File: src/rtl/alu_pkg.sv
// alu_pkg: shared op encodings, FSM states and op legality helper for the serial ALU
package alu_pkg;

    localparam logic [2:0] OP_AND = 3'b000;
    localparam logic [2:0] OP_OR  = 3'b001;
    localparam logic [2:0] OP_ADD = 3'b010;
    localparam logic [2:0] OP_SUB = 3'b110;
    localparam logic [2:0] OP_SLT = 3'b111;

    typedef enum logic [1:0] {
        ST_IDLE = 2'd0,
        ST_RUN  = 2'd1,
        ST_DONE = 2'd2
    } state_t;

    function automatic logic op_legal(input logic [2:0] op);
        return (op == OP_AND) || (op == OP_OR) || (op == OP_ADD) ||
               (op == OP_SUB) || (op == OP_SLT);
    endfunction

endpackage

File: src/rtl/alu_bit_cell.sv
// alu_bit_cell: combinational 1-bit ALU slice (AND/OR/ADD/SUB/SLT)
//   a, b   : operand bits
//   c_in   : carry into this bit
//   less   : value selected when op[1:0] == 2'b11
//   op     : 3-bit operation; op[2] inverts b for subtraction
//   r      : slice result
//   c_out  : carry out of this bit
//   v, set : overflow and overflow-corrected sign, meaningful only at the MSB
module alu_bit_cell (
    input  logic       a,
    input  logic       b,
    input  logic       c_in,
    input  logic       less,
    input  logic [2:0] op,
    output logic       r,
    output logic       c_out,
    output logic       v,
    output logic       set
);

    logic w_bp;
    logic w_sum;

    always_comb begin
        w_bp  = b ^ op[2];
        w_sum = a ^ w_bp ^ c_in;
        c_out = (a & w_bp) | (c_in & (a ^ w_bp));
        v     = c_in ^ c_out;
        set   = v ^ w_sum;
        r     = (op[1:0] == 2'b00) ? (a & w_bp) :
                (op[1:0] == 2'b01) ? (a | w_bp) :
                (op[1:0] == 2'b10) ? w_sum : less;
    end

endmodule

File: src/rtl/alu_serial_engine.sv
// alu_serial_engine: bit-serial ALU, one bit per clock LSB first, start/done handshake
//   clk, rst_n : clock (rising edge), asynchronous active-low reset
//   start      : request, accepted only in IDLE or DONE
//   op, a, b   : operation and operands, captured on an accepted start
//   busy       : high while bits are being processed
//   done       : one-cycle pulse when result and flags are valid
//   result     : registered result
//   zero       : result == 0
//   overflow   : signed overflow, ADD/SUB only
//   carry_out  : MSB carry out, ADD/SUB/SLT only
module alu_serial_engine
    import alu_pkg::*;
#(
    parameter int WIDTH = 32,
    parameter int CNT_W = $clog2(WIDTH)
) (
    input  logic             clk,
    input  logic             rst_n,
    input  logic             start,
    input  logic [2:0]       op,
    input  logic [WIDTH-1:0] a,
    input  logic [WIDTH-1:0] b,
    output logic             busy,
    output logic             done,
    output logic [WIDTH-1:0] result,
    output logic             zero,
    output logic             overflow,
    output logic             carry_out
);

    state_t             r_state;
    state_t             w_next;
    logic [WIDTH-1:0]   r_a;
    logic [WIDTH-1:0]   r_b;
    logic [WIDTH-1:0]   r_sh;
    logic [2:0]         r_op;
    logic [CNT_W-1:0]   r_idx;
    logic               r_carry;
    logic               w_accept;
    logic               w_last;
    logic               w_r;
    logic               w_c;
    logic               w_v;
    logic               w_set;
    logic [WIDTH-1:0]   w_shifted;
    logic [WIDTH-1:0]   w_res;

    // operands are shifted right so the active bit is always at index 0
    alu_bit_cell u_cell (
        .a     (r_a[0]),
        .b     (r_b[0]),
        .c_in  (r_carry),
        .less  (1'b0),
        .op    (r_op),
        .r     (w_r),
        .c_out (w_c),
        .v     (w_v),
        .set   (w_set)
    );

    always_ff @(posedge clk or negedge rst_n) begin
        if (!rst_n)
            r_state <= ST_IDLE;
        else
            r_state <= w_next;
    end

    always_comb begin
        w_next   = r_state;
        busy     = 1'b0;
        done     = 1'b0;
        w_accept = 1'b0;
        case (r_state)
            ST_IDLE: begin
                w_accept = start;
                w_next   = start ? ST_RUN : ST_IDLE;
            end
            ST_RUN: begin
                busy   = 1'b1;
                w_next = w_last ? ST_DONE : ST_RUN;
            end
            ST_DONE: begin
                done     = 1'b1;
                w_accept = start;
                w_next   = start ? ST_RUN : ST_IDLE;
            end
            default: w_next = ST_IDLE;
        endcase
    end

    // the final result includes the MSB bit being processed this cycle
    always_comb begin
        w_last    = (r_idx == CNT_W'(WIDTH - 1));
        w_shifted = {w_r, r_sh[WIDTH-1:1]};
        w_res     = !op_legal(r_op) ? '0 :
                    (r_op == OP_SLT) ? {{(WIDTH-1){1'b0}}, w_set} : w_shifted;
    end

    always_ff @(posedge clk or negedge rst_n) begin
        if (!rst_n) begin
            r_a       <= '0;
            r_b       <= '0;
            r_sh      <= '0;
            r_op      <= '0;
            r_idx     <= '0;
            r_carry   <= 1'b0;
            result    <= '0;
            zero      <= 1'b0;
            overflow  <= 1'b0;
            carry_out <= 1'b0;
        end else if (w_accept) begin
            r_a     <= a;
            r_b     <= b;
            r_op    <= op;
            r_idx   <= '0;
            r_carry <= op[2];
        end else if (busy) begin
            r_a     <= r_a >> 1;
            r_b     <= r_b >> 1;
            r_sh    <= w_shifted;
            r_carry <= w_c;
            r_idx   <= r_idx + 1'b1;
            if (w_last) begin
                result    <= w_res;
                zero      <= (w_res == '0);
                overflow  <= ((r_op == OP_ADD) || (r_op == OP_SUB)) & w_v;
                carry_out <= ((r_op == OP_ADD) || (r_op == OP_SUB) || (r_op == OP_SLT)) & w_c;
            end
        end
    end

endmodule
File: config.mk
export PLATFORM = sky130hd
export DESIGN_NAME = alu_serial_engine
export DESIGN_NICKNAME = d
export VERILOG_FILES = /design/src/rtl/alu_pkg.sv /design/src/rtl/alu_bit_cell.sv /design/src/rtl/alu_serial_engine.sv
export SDC_FILE = /design/constraint.sdc
export NUM_CORES = 1
export LEC_CHECK = 0
export BUFFER_PORTS_ARGS = -buffer_cell sky130_fd_sc_hd__buf_2
export CELL_PAD_IN_SITES_DETAIL_PLACEMENT = 0
export CELL_PAD_IN_SITES_GLOBAL_PLACEMENT = 2
export CORE_MARGIN = 5
export CORE_UTILIZATION = 37
export CTS_CLUSTER_DIAMETER = 200
export DETAILED_ROUTE_END_ITERATION = 12
export GPL_TIMING_DRIVEN = 0
export PLACE_DENSITY = 0.85
export RECOVER_POWER = 100
export REMOVE_ABC_BUFFERS = 1
export SLEW_MARGIN = 20
export SYNTH_ARGS = -nofsm -noshare
export SYNTH_HDL_FRONTEND = slang
export SYNTH_SLANG_ARGS = --single-unit
export TNS_END_PERCENT = 10
File: constraint.sdc
create_clock -name clk -period 3.16 [get_ports clk]
set_clock_uncertainty 0.1 [all_clocks]
set_input_delay 0.316 -clock clk [delete_from_list [all_inputs] [get_ports clk]]
set_output_delay 0.316 -clock clk [all_outputs]
set_load 0.1 [all_outputs]
-- Word-level counts from Yosys, hierarchy flattened
Cells that the tools add are included.
- flip-flop bits (word level): 142
- output and inout port bits: 37
- bits of input ports: 70
- reduce and logical (&&, ||, !) cells: 14
- bitwise logic cells: 12
- muxes and demuxes: 19
- $add $sub $neg: 1
- equal/unequal tests: 9
- operators by type and width (kind ; number):
    32-bit 2-to-1 mux ; 6
    32-bit logical NOT ; 1
    5-bit 2-to-1 mux ; 2
    1-bit 2-to-1 mux ; 9
    3-bit == test (second input constant) ; 2
    1-bit logical OR ; 6
    5-bit by 1-bit adder with 5-bit output (second input constant) ; 1
    5-bit == test (second input constant) ; 1
    1-bit XOR ; 5
    1-bit bitwise AND ; 4
    2-bit by 1-bit == test with 1-bit output (second input constant) ; 2
    2-bit == test (second input constant) ; 2
    2-bit logical NOT ; 2
    2-bit one-hot mux with 2 select lines ; 1
    3-bit by 1-bit == test with 1-bit output (second input constant) ; 1
    3-bit by 2-bit == test with 1-bit output (second input constant) ; 1
    3-bit logical NOT ; 1
    3-bit AND reduction ; 1
    2-bit 2-to-1 mux ; 1
    1-bit bitwise OR ; 2
    2-bit AND reduction ; 1
    2-bit nonzero test ; 1
    2-bit OR reduction ; 1
    1-bit NOT ; 1

-- Logic depth before layout (Yosys ltp)
Gate-level depths: netlist of run 1.
- word-level depth: 9
- gate-level depth with buffers: 8
- depth with buffers taken out: 7

-- Cells and area by module
Synthesis of run 1 repeated with hierarchy kept, for this count alone.
- cells, all modules: 625
- area total of the unflattened synthesis: 5908.2 um2
- by module, submodules not included (module ; cells an instance ; times used ; area an instance (um2)):
    alu_serial_engine ; 614 ; 1 ; 5788.1
    alu_bit_cell ; 11 ; 1 ; 120.1

-- Least setup slack after synthesis of run 1
No wires, ideal clock.
- path kind: reg-to-output
- start: reg r_state[0]
- end: out done
- arrival: 1.727 ns
- buffers on the path: 0
- stages on the path, launching flop included: 2
- setup slack: 1.017 ns
- path through: dfrtp_1 nor2b_1
- longest elaborated chain between the ends: 2
- RTL lines (what ; RTL line ; source):
    from (decl) ; alu_serial_engine.sv:31 ; state_t r_state;
    from (signal assigned) ; alu_serial_engine.sv:65 ; r_state <= w_next;
    2-bit == test ; alu_serial_engine.sv:73 ; case (r_state)
    1-bit 2-to-1 mux ; alu_serial_engine.sv:73 ;
    to (decl) ; alu_serial_engine.sv:24 ; output logic done,
No other way between the ends.

-- Final worst setup path of run 1
- start: reg r_state[1]
- end: out busy
- longest elaborated chain between the ends: 2
- RTL lines (what ; RTL line ; source):
    2-bit by 1-bit == test with 1-bit output ; alu_serial_engine.sv:73 ;
    1-bit 2-to-1 mux ; alu_serial_engine.sv:73 ;
    to (decl) ; alu_serial_engine.sv:23 ; output logic busy,
No other way between the ends.

==> results of run 1 <==
metal layers:
layer / GRT usage / vias to the layer above / wire [um]
met2: 0.223 / 109 / 6210
met3: 0.0493 / 15 / 859
li1: - / 2284 / -
met4: 0.0482 / 0 / 142
met1: 0.216 / 2253 / 6580
met5: 0 / - / 0
cell usage in the layout (no fill, tap or decap), types with 3 or more instances in the layout:
master and n:
a22o_1 33, a22oi_1 3, a31oi_1 56, buf_2 68, clkbuf_1 36, clkbuf_16 17
clkbuf_2 3, clkinv_2 4, clkinvlp_4 5, dfrtp_1 141, ha_1 4, inv_1 6
nand2_1 222, nand4_1 3, nor2_1 67, nor4_1 7, o21ai_0 9, o22ai_1 4
flip-flops by register name (all words and copies together), names as in the netlist:
signal,flops
r_idx,5
zero,1
r_a,32
result,32
carry_out,1
overflow,1
r_state,2
r_carry,1
r_b,32
r_op,3
r_sh,31
synth_stat cells:
library cell,instances,area [sq um]
nand2_1,222,833
nor3_1,1,5.00
nor2b_1,2,12.5
nand2b_1,4,25.0
a32o_1,1,10.0
and3_1,1,6.26
nand3b_1,1,7.51
fa_1,2,40.0
nand4_1,3,18.8
nand2_2,1,6.26
clkbuf_2,1,5.00
nand3_1,1,5.00
nor4_1,7,43.8
nor2_1,67,251
inv_1,6,22.5
o221ai_1,2,17.5
or2_2,1,6.26
o21a_1,1,7.51
clkbuf_1,13,48.8
ha_1,4,50.1
nor2_2,1,6.26
o21ai_0,9,45.0
buf_6,4,45.0
clkinv_2,1,5.00
mux2i_1,1,10.0
o21bai_1,1,7.51
xor2_1,2,17.5
a21oi_1,2,10.0
buf_2,22,110
a22oi_1,3,22.5
mux2_4,1,15.0
a22o_1,33,289
o31ai_2,1,12.5
a31oi_1,56,350
o22ai_1,4,25.0
o221a_2,1,11.3
dfrtp_1,141,3530
buf_4,3,22.5
through the flow:
| step | hold WS [ps] | area (sq um) | worst slack [ps] | TNS [ps] |
|---|---|---|---|---|
| final | 21.7 | 7190 | 296 | 0 |
| after global placement | 361 | 6530 | -4500 | -512330 |
| after global routing | 22.2 | 7190 | 171 | 0 |
| after CTS | 3.41 | 7250 | 94.1 | 0 |
| after detailed placement | 199 | 6640 | -183 | -4340 |
| after floorplan | -79.6 | 5720 | -2350 | -213390 |
worst paths after layout:
kind | slack (ps) | endpoint | startpoint | depth (start not counted)
worst max-delay path | 300 | busy | r_state[1]$_DFF_PN0_ | 3
worst min register to register | 390 | r_a[1]$_DFFE_PN0P_ | r_a[1]$_DFFE_PN0P_ | 2
max in group asynchronous | 1080 | r_a[14]$_DFFE_PN0P_ | rst_n | 3
worst max register to register | 370 | result[29]$_DFFE_PN0P_ | r_state[1]$_DFF_PN0_ | 5
min in group asynchronous | 790 | result[17]$_DFFE_PN0P_ | rst_n | 2
worst min-delay path | 20 | r_op[1]$_DFFE_PN0P_ | op[1] | 3
critical path: stages (launching register included):
cell,delay (ps)
dfrtp_1,380
nand2b_4,340
bufinv_8,670
clkbuf_2,570
power by group through the flow:
stage | Clock, W | Combinational [W] | Sequential [W]
6_report | 0.00197 | 0.00277 | 0.00306
5_1_grt | 0.00210 | 0.00310 | 0.00317
4_1_cts | 0.00202 | 0.00286 | 0.00306
3_5_place_dp | 0 | 0.00284 | 0.00308
3_3_place_gp | 0 | 0.00279 | 0.00306
2_1_floorplan | 0 | 0.00156 | 0.00363
timing repair:
action	CTS	global route
endpoints found under the setup margin	32	31
gates resized for setup	1	2
pin swaps	0	1
hold buffers	2	0
endpoints found under the hold margin	67	0
cloned	0	1
area by class of cell:
type / count / area (sq um) / share of cell area
Multi-Input combinational cell: 437 / 2200 / 0.306
Clock inverter: 14 / 144 / 0.0200
Sequential cell: 141 / 3530 / 0.490
Clock buffer: 18 / 439 / 0.0610
Inverter: 7 / 40.0 / 0.00557
Antenna cell: 1 / 2.50 / 0.000348
Tap cell: 216 / 270 / 0.0376
Timing Repair Buffer: 111 / 566 / 0.0786
kinds of logic (layout without fill, tap and decap cells):
family	count (synthesis)	count (layout)	synth area share
AOI/OAI and AO/OA	114	114	0.136
xor gates and xnor gates	2	2	0.00294
adders and majority gates	6	6	0.0151
buffers and inverters	50	150	0.0435
DFF	141	141	0.592
muxes	2	2	0.00420
other	0	1	0
and+or+nand+nor	312	313	0.206
==> flow_summary.ini, run 1 <==
[outcome]
status = finished with violations
violations = max-capacitance violations, max-slew violations

[sta]
fin_crit_sh = 0.906
rsz0062_at_grt = no
maxSlewHeadroom = -0.130
hold_violations = 0
slew_viol_final = 67
fmax_ghz = 0.349
tightest_slew_ps = 1700
min_period_ps = 2860
setup_viol = 0

[drt]
num_vias = 4661
drc = 0
detail_route.wl_per_cell_um = 14.6
firstDrtPassIters = 6
vias_per_cell = 4.93
drt-initial-drc-count = 319
ant_nets = 0
routed_wl_mm = 13.8

[logic_synthesis]
yosysWarnings = 0
syn_inst = 627
synth_seq_cells = 141
ys_types = 38
yosysSeqAreaShare = 0.592
syn_area_sq_um = 5960
syn_avg_cell_area_sq_um = 9.50

[place]
port_buffers = 106
dpl.cell_count = 909
gp_congestion = 0.747
hpwlAfterDp_mm = 8.55

[power_and_ir_drop]
p_switching_w = 0.00324
finalPower_w = 0.00780
power_frac_clock = 0.253
seq_power_share = 0.393
intPower_w = 0.00456
cellPowerDensity_nw_per_um2 = 1080
ir_drop_mv = 0.473
sw_frac_of_total = 0.415
combinationalPowerShare = 0.355
p_leak_nw = 3.45

[clocking]
tritoncts = yes
cts_buffers = 17
cts.sinks = 141
clock_path_buffers = 2
insertion_delay_ps = 420
path_clk_slew_ps = 60
clock-root-buffer = clkbuf_16
htree_levels = 4
post_cts_buffers = 0

[final_layout]
nNetsFinal = 791
final_cells = 945
fin_util = 0.455
drive_gt1_frac = 0.158
syn_to_final_growth_pct = 20.8
fillers = 1579

[global_routing]
grt_pass1_vias = 4538
overflow = 0
antenna_found_initial = 0
grt_use_total = 0.152
grt_max_degree = 101
grt_pass1_wl_mm = 22.7

[worst_setup_path]
worstPathRequired_ps = 2740
crit_type = flop to output pin
critPathCaptureType = output pin
setup.worst_path.start_class = flop
critPathMaxFanout = 100
worst_ep_arrival_time_ps = 2450

[die]
core_sq_um = 15800
initial_utilization = 0.376
std_cell_rows = 46
die_width_um = 137
dieArea_sq_um = 18700
die_h_um = 137
io_pins = 107

[run]
max_cap_violations = 1

[worst_hold_path]
hp-class = input port to flop
(Power assumes the default switching activity.)
==> inputs of run 2 (changes only) <==
--- a/config.mk
+++ b/config.mk
@@ -8,7 +8,7 @@
 export BUFFER_PORTS_ARGS = -buffer_cell sky130_fd_sc_hd__buf_2
 export CELL_PAD_IN_SITES_DETAIL_PLACEMENT = 0
 export CELL_PAD_IN_SITES_GLOBAL_PLACEMENT = 2
-export CORE_MARGIN = 5
+export CORE_MARGIN = 4
 export CORE_UTILIZATION = 37
 export CTS_CLUSTER_DIAMETER = 200
 export DETAILED_ROUTE_END_ITERATION = 12
@@ -20,4 +20,4 @@
 export SYNTH_ARGS = -nofsm -noshare
 export SYNTH_HDL_FRONTEND = slang
 export SYNTH_SLANG_ARGS = --single-unit
-export TNS_END_PERCENT = 10
+export TNS_END_PERCENT = 30
==> run 2 against run 1 <==
The flow still finishes with violations (max-capacitance violations, max-slew violations). Critical path depth unchanged. Wire length fell by 3.0%. Core utilization barely moved. Clock power is 2% higher. Power grew 0.27%. Global-route usage is 0.053 points lower. Largest cell class unchanged. Largest power group unchanged.
==> flow_summary.ini, run 2 (synthesis gave the netlist of run 1 again) <==
[worst_setup_path]
critPathCaptureType = output pin
critPathBufInv = 2
ff2ff_setup_slack_ps = 400
worst_ep_arrival_time_ps = 2420
crit_type = flop to output pin
worstPathRequired_ps = 2740
crit_family = buffers and inverters
critPathMaxStageDelay_ps = 680
cp_slowest_cell = bufinv_8
path_cells = nand2b_4 -> bufinv_8 -> clkbuf_2
setup.worst_path.start_class = flop
critPathMaxFanout = 100

[final_layout]
nNetsFinal = 790
fin_util = 0.455
final_cells = 943
syn_to_final_growth_pct = 20.9
final_cell_mix = 222 x nand2_1, 141 x dfrtp_1, 68 x buf_2
final_common_cell = nand2_1
fin_area_sq_um = 7200
drive_gt1_frac = 0.156
largestRegisters = r_a: 32 flops, r_b: 32 flops, result: 32 flops

[die]
io_pins = 107
initial_utilization = 0.376
die_width_um = 135
dieArea_sq_um = 18200
core_sq_um = 15800
die_h_um = 135
std_cell_rows = 46

[global_routing]
grt_use_total = 0.152
grt_pass1_vias = 4591
grt_max_degree = 101
grt_pass1_wl_mm = 22.3
antenna_found_initial = 5
overflow = 0

[power_and_ir_drop]
power_frac_clock = 0.257
sw_frac_of_total = 0.405
ir_drop_mv = 0.434
intPower_w = 0.00465
p_switching_w = 0.00317
cellPowerDensity_nw_per_um2 = 1090
p_leak_nw = 3.45
combinationalPowerShare = 0.353
seq_power_share = 0.391

[sta]
tightest_slew_ps = 1870
fin_crit_sh = 0.898
fmax_ghz = 0.352
min_period_ps = 2840
rsz0062_at_grt = no
slew_viol_final = 75
setup_viol = 0
maxSlewHeadroom = -0.244
hold_violations = 0

[drt]
vias_per_cell = 4.90
ant_nets = 0
drt-initial-drc-count = 277
detail_route.wl_per_cell_um = 14.2
drc = 0
routed_wl_mm = 13.4
firstDrtPassIters = 5
num_vias = 4623

[outcome]
status = finished with violations
violations = max-capacitance violations, max-slew violations

[place]
dpl.cell_count = 909
hpwlAfterDp_mm = 8.32
placed_area_sq_um = 6640
gp_congestion = 0.738
port_buffers = 106

[clocking]
clock_path_buffers = 2
insertion_delay_ps = 410
cts_buffers = 17
cts.sinks = 141
path_clk_slew_ps = 60
htree_levels = 4
clock-root-buffer = clkbuf_16
tritoncts = yes

[worst_hold_path]
hp-class = input port to flop

[run]
max_cap_violations = 1
run 2: power groups by stage:
stage | Clock [W] | Combinational [W] | Sequential (W)
floorplan | 0 | 0.00156 | 0.00363
global placement | 0 | 0.00279 | 0.00306
detailed placement | 0 | 0.00284 | 0.00307
CTS | 0.00205 | 0.00286 | 0.00306
global route | 0.00215 | 0.00307 | 0.00315
finish | 0.00201 | 0.00276 | 0.00306
run 2: final timing paths:
| path | from | endpoint | depth (start not counted) |
|---|---|---|---|
| min in group asynchronous | rst_n | result[23]$_DFFE_PN0P_ | 2 |
| max in group asynchronous | rst_n | r_a[9]$_DFFE_PN0P_ | 2 |
| hold reg to reg | r_a[1]$_DFFE_PN0P_ | r_a[1]$_DFFE_PN0P_ | 2 |
| setup / recovery | r_state[1]$_DFF_PN0_ | busy | 3 |
| setup reg to reg | r_state[1]$_DFF_PN0_ | result[13]$_DFFE_PN0P_ | 5 |
| hold / removal | op[1] | r_op[1]$_DFFE_PN0P_ | 3 |
run 2: routing by layer:
| layer | part of all wire | GRT usage | wire, um |
|---|---|---|---|
| met5 | 0.0021 | 0 | 28 |
| met4 | 0.011 | 0.0537 | 151 |
| met3 | 0.075 | 0.0574 | 1000 |
| met2 | 0.45 | 0.233 | 6050 |
| met1 | 0.46 | 0.198 | 6150 |
run 2: final cells by class:
class                           count  area (sq um)
Clock inverter                     11           144
Inverter                            7          40.0
Tap cell                          216           270
Multi-Input combinational cell    437          2200
Antenna cell                        2          5.00
Sequential cell                   141          3530
Fill cell                        1582          8630
Clock buffer                       19           453
Timing Repair Buffer              110           556
run 2: per-stage QoR:
stage / hold WS (ps) / setup TNS [ps] / total power [W] / setup slack (ps)
5_1_grt: 5.28 / 0 / 0.00838 / 186
6_report: 15.5 / 0 / 0.00782 / 323
3_5_place_dp: 229 / -4470 / 0.00591 / -164
3_3_place_gp: 366 / -527950 / 0.00585 / -4590
4_1_cts: 4.23 / 0 / 0.00797 / 100
2_1_floorplan: -79.6 / -213390 / 0.00520 / -2350
run 2: worst reg2reg max path, cell delays in order, from the launching register on:
cell      delay (ps)
dfrtp_1          390
nand2b_4         340
bufinv_8         690
nand2_4          440
nor2_4           530
a22o_1           210
run 2: timing repair:
action	CTS	global route
hold buffers	1	0
buffers inserted	0	0
resized for setup	1	2
gates cloned	1	0
endpoints found under the setup margin	31	16
pin swaps	1	0
endpoints found under the hold margin	74	0
